<file path="src/rtl/chdr_pkt_checker_pkg.sv">
// Shared types, header field positions and error codes for the CHDR packet checker.
// Anything that unpacks or grades CHDR packets should import this package.
package chdr_pkt_checker_pkg;

  localparam int CHDR_HDR_BYTES = 8;
  localparam int CHDR_SEQ_W     = 12;

  localparam int HDR_FLAGS_MSB = 63;
  localparam int HDR_FLAGS_LSB = 60;
  localparam int HDR_SEQ_MSB   = 59;
  localparam int HDR_SEQ_LSB   = 48;
  localparam int HDR_LEN_MSB   = 47;
  localparam int HDR_LEN_LSB   = 32;
  localparam int HDR_SID_MSB   = 31;
  localparam int HDR_SID_LSB   = 0;

  localparam logic [2:0] ERR_NONE    = 3'd0;
  localparam logic [2:0] ERR_SEQ     = 3'd1;
  localparam logic [2:0] ERR_SID     = 3'd2;
  localparam logic [2:0] ERR_LEN_FMT = 3'd3;
  localparam logic [2:0] ERR_SHORT   = 3'd4;
  localparam logic [2:0] ERR_LONG    = 3'd5;
  localparam logic [2:0] ERR_PAYLOAD = 3'd6;

  typedef enum logic [1:0] {
    S_HDR     = 2'd0,
    S_PAYLOAD = 2'd1,
    S_DRAIN   = 2'd2
  } state_t;

  typedef struct packed {
    logic [3:0]            flags;
    logic [CHDR_SEQ_W-1:0] seqnum;
    logic [15:0]           len;
    logic [31:0]           sid;
  } chdr_hdr_t;

  // A packet reports only its first error; later candidates are dropped.
  function automatic logic [2:0] keep_first_err(input logic [2:0] cur, input logic [2:0] cand);
    return (cur != ERR_NONE) ? cur : cand;
  endfunction

endpackage

</file>
<file path="src/rtl/chdr_pkt_checker_hdr_unpack.sv">
// Combinational CHDR header splitter: fields, payload beat count and length-format flag.
// Kept separate so other CHDR sinks can share the same header decode.
module chdr_hdr_unpack
  import chdr_pkt_checker_pkg::*;
(
  input  logic [63:0] hdr_word,
  output chdr_hdr_t   hdr,
  output logic [15:0] exp_beats,
  output logic        len_fmt_err
);

  // Field extraction and derived length checks.
  always_comb begin
    hdr.flags  = hdr_word[HDR_FLAGS_MSB:HDR_FLAGS_LSB];
    hdr.seqnum = hdr_word[HDR_SEQ_MSB:HDR_SEQ_LSB];
    hdr.len    = hdr_word[HDR_LEN_MSB:HDR_LEN_LSB];
    hdr.sid    = hdr_word[HDR_SID_MSB:HDR_SID_LSB];
    // Length is in bytes including the header word, so payload beats = words - 1.
    exp_beats   = {3'b000, hdr_word[HDR_LEN_MSB:HDR_LEN_LSB+3]} - 16'd1;
    len_fmt_err = (hdr_word[HDR_LEN_LSB+2:HDR_LEN_LSB] != 3'b000) ||
                  (hdr_word[HDR_LEN_MSB:HDR_LEN_LSB] < 16'(2 * CHDR_HDR_BYTES));
  end

endmodule

</file>
<file path="config.mk">
export PLATFORM = sky130hd
export DESIGN_NAME = chdr_hdr_unpack
export DESIGN_NICKNAME = d
export VERILOG_FILES = /design/src/rtl/chdr_pkt_checker_pkg.sv /design/src/rtl/chdr_pkt_checker_hdr_unpack.sv
export SDC_FILE = /design/constraint.sdc
export NUM_CORES = 1
export LEC_CHECK = 0
export CORE_ASPECT_RATIO = 1.1
export CORE_MARGIN = 8
export CORE_UTILIZATION = 21
export DETAILED_ROUTE_END_ITERATION = 6
export PLACE_DENSITY = 0.9
export SLEW_MARGIN = 5
export SYNTH_ARGS = -nofsm -noshare
export SYNTH_HDL_FRONTEND = slang
export SYNTH_SLANG_ARGS = --single-unit
export TNS_END_PERCENT = 1
</file>
<file path="constraint.sdc">
create_clock -name vclk -period 2.33
set_input_delay 0.466 -clock vclk [all_inputs]
set_output_delay 0.466 -clock vclk [all_outputs]
set_load 0.01 [all_outputs]
</file>
==> reports/metrics.yaml <==
outcome:
  status: "finished with violations"
  violations: "setup timing"
floorplanning:
  die_w_um: 73.53
  io_pins: 145
  core_area_sq_um: 3568
  die_h_um: 79.28
  fp.dieArea_sq_um: 5829
  start_util_pct: 21.42
  row_count: 23
routing:
  vias: 642
  drc: 0
  post_drt_wl_per_cell_um: 15.93
  ant_nets: 0
  first_pass_iters: 3
  via_per_inst: 3.915
  wirelength_mm: 2.613
  first_iter_violations: 14
critical_path:
  startpoint_type: "primary input"
  cp_cell_sequence: "buf_6, or4_4, or4_4, o31ai_4, buf_2"
  crit_slowest_cell: "or4_4"
  cpMostUsedCell: "or4_4"
  cp-end-kind: "primary output"
  max_stage_delay_ns: 0.55
  worstSetupPathType: "in -> out"
  cp.required_ns: 1.86
  arrival_ns: 1.92
  cp_max_fo: 4
synth:
  yosysTopAreaCellShare_pct: 64.81
  yosys.area.top_type: "buf_4"
  synth_xor_area_share_pct: 11.46
  synth-simple-area-share_pct: 16.37
  muxShareOfSynthArea_pct: 0
  synth_compound_area_share_pct: 3.764
  synth_area_sq_um: 764.5
  synth_fa_ha_area_share_pct: 1.637
  avgSynthCellArea_sq_um: 7.351
  synth_nets: 169
  seq_area_frac_synth_pct: 0
  synth_area_leaders: "buf_4, xor2_1, xnor2_1"
  yosysWarnings: 0
  synth_cell_types: 17
  syn_inst: 104
  synth_top_family_by_area: "buffers and inverters"
cts:
  ctsHoldBuffers: 0
grt:
  grt_pass1_vias: 728
  track_usage_pct: 7.985
  grt_pass1_wl_mm: 3.843
  antenna_found_initial: 0
  grt_overflow: 0
  grt_max_degree: 7
finish:
  num-nets-final: 181
  synthToLayoutAreaGrowth_pct: 39.12
  diodes: 0
  design_area_sq_um: 1064
  seqCellArea_sq_um: 0
  clkbuf_count: 0
  design.seq.count: 0
  fillers: 419
  drive_gt1_share_pct: 56.14
timing:
  finalSetupViolations: 4
  setup_slack_ns: -0.06072
  rsz0062_at_grt: "true"
  drv_slew: 0
  finalHoldViolCount: 0
  fin_crit_ns: 2.391
  post-route-period-util_pct: 102.6
  slew_headroom_pct: 79.16
  max_freq_mhz: 418.3
  tightest_slew_ns: 0.3102
power_and_ir_drop:
  clock_power_share_pct: 0
  power_frac_seq_pct: 0
  powerDensity_nw_per_um2: 163.2
  irDropWorstVdd_mv: 0.03898
  p_leak_nw: 0.4912
  switchingPower_mw: 0.07449
  swShare_pct: 42.91
  internal-power_mw: 0.09912
  p_comb_share_pct: 100.0
placed_design:
  placed_cell_area_sq_um: 959.7
  post-place-ws_ns: -0.9064
  hpwl_mm: 2.127
  place_congestion: 0.6957
  numPortBuffers: 49
min_path:
  hp-class: "in -> out"
job:
  cap_violations: 0
timing repair:
action                     in CTS  in global routing
buffers inserted                7                  2
gates resized for setup        89                 16
setup endpoints to repair      16                 10
pin swaps                       7                  7
worst paths after layout:
path	start	to	slack (ns)	cells after the start
setup / recovery	hdr_word[40]	len_fmt_err	-0.06	5
hold / removal	hdr_word[12]	hdr[12]	0.93	0
synth_stat cells, drive strengths merged:
library cell,n
or4b,1
inv,4
nand2,2
nor3,4
nor2,4
xor2,7
xnor2,3
or2,1
nor4,3
buf,66
o31ai,2
nand3,1
or4,3
or3,2
ha,1
logic make-up (layout without fill, tap and decap cells):
| group | Yosys count | in the layout |
|---|---|---|
| buffers and inverters | 70 | 80 |
| AND/OR/NAND/NOR | 21 | 21 |
| XOR/XNOR | 10 | 10 |
| AO/OA/AOI/OAI | 2 | 2 |
| adder cells (fa/ha/maj) | 1 | 1 |
per-layer routing:
metal	global-route usage [%]	wire [um]	part of all wire, %	up-vias
met5	0	0	0	-
met4	6.000	168	6.4	0
met3	3.778	425	16	30
met2	12.24	1117	43	47
met1	8.267	901	34	275
li1	-	-	-	290
per-stage QoR:
step                power [mW]  setup TNS, ns  cells  hold slack [ns]  util (%)
detailed placement      0.1683         -10.02    155           0.9321     26.89
global route            0.1878        -0.4354    164           0.9320     29.80
finish                  0.1736       -0.06891    164           0.9320     29.80
global placement        0.1687         -10.12    155           0.9321     26.89
floorplan               0.1429              0    104           0.9853         -
CTS                     0.1711        -0.8490    162           0.9321     28.79
power groups by stage:
stage,Clock [mW],Combinational [mW],Sequential (mW)
after floorplan,0,0.143,0
after global placement,0,0.169,0
after detailed placement,0,0.168,0
after CTS,0,0.171,0
after global routing,0,0.188,0
final,0,0.174,0
cells in the final DEF (no fill, tap or decap), types with 2 or more instances in the layout:
cell type        instances
or4_4                    3
inv_1                    2
xnor2_1                  2
clkbuf_2                 4
or3_4                    2
nor2_4                   2
dlygate4sd2_1            3
nor2_1                   2
buf_4                   27
clkdlybuf4s50_1         24
nand2_1                  2
buf_2                   12
buf_6                    3
xor2_1                   7
nor3_1                   3
dlymetal6s2s_1           2
nor4_4                   3
area by class of cell:
class,count,area [sq um],area share (%)
Multi-Input combinational cell,34,365.4,34.35
Inverter,4,17.52,1.647
Tap cell,50,62.56,5.882
Timing Repair Buffer,76,618.1,58.12
worst max-delay path, delay by kind of cell:
family                 cells  cell delay (ns)
and+or+nand+nor            2             1.03
buffers and inverters      2             0.25
AOI/OAI and AO/OA          1             0.17
No activity file was read; power rests on OpenSTA's default activity.
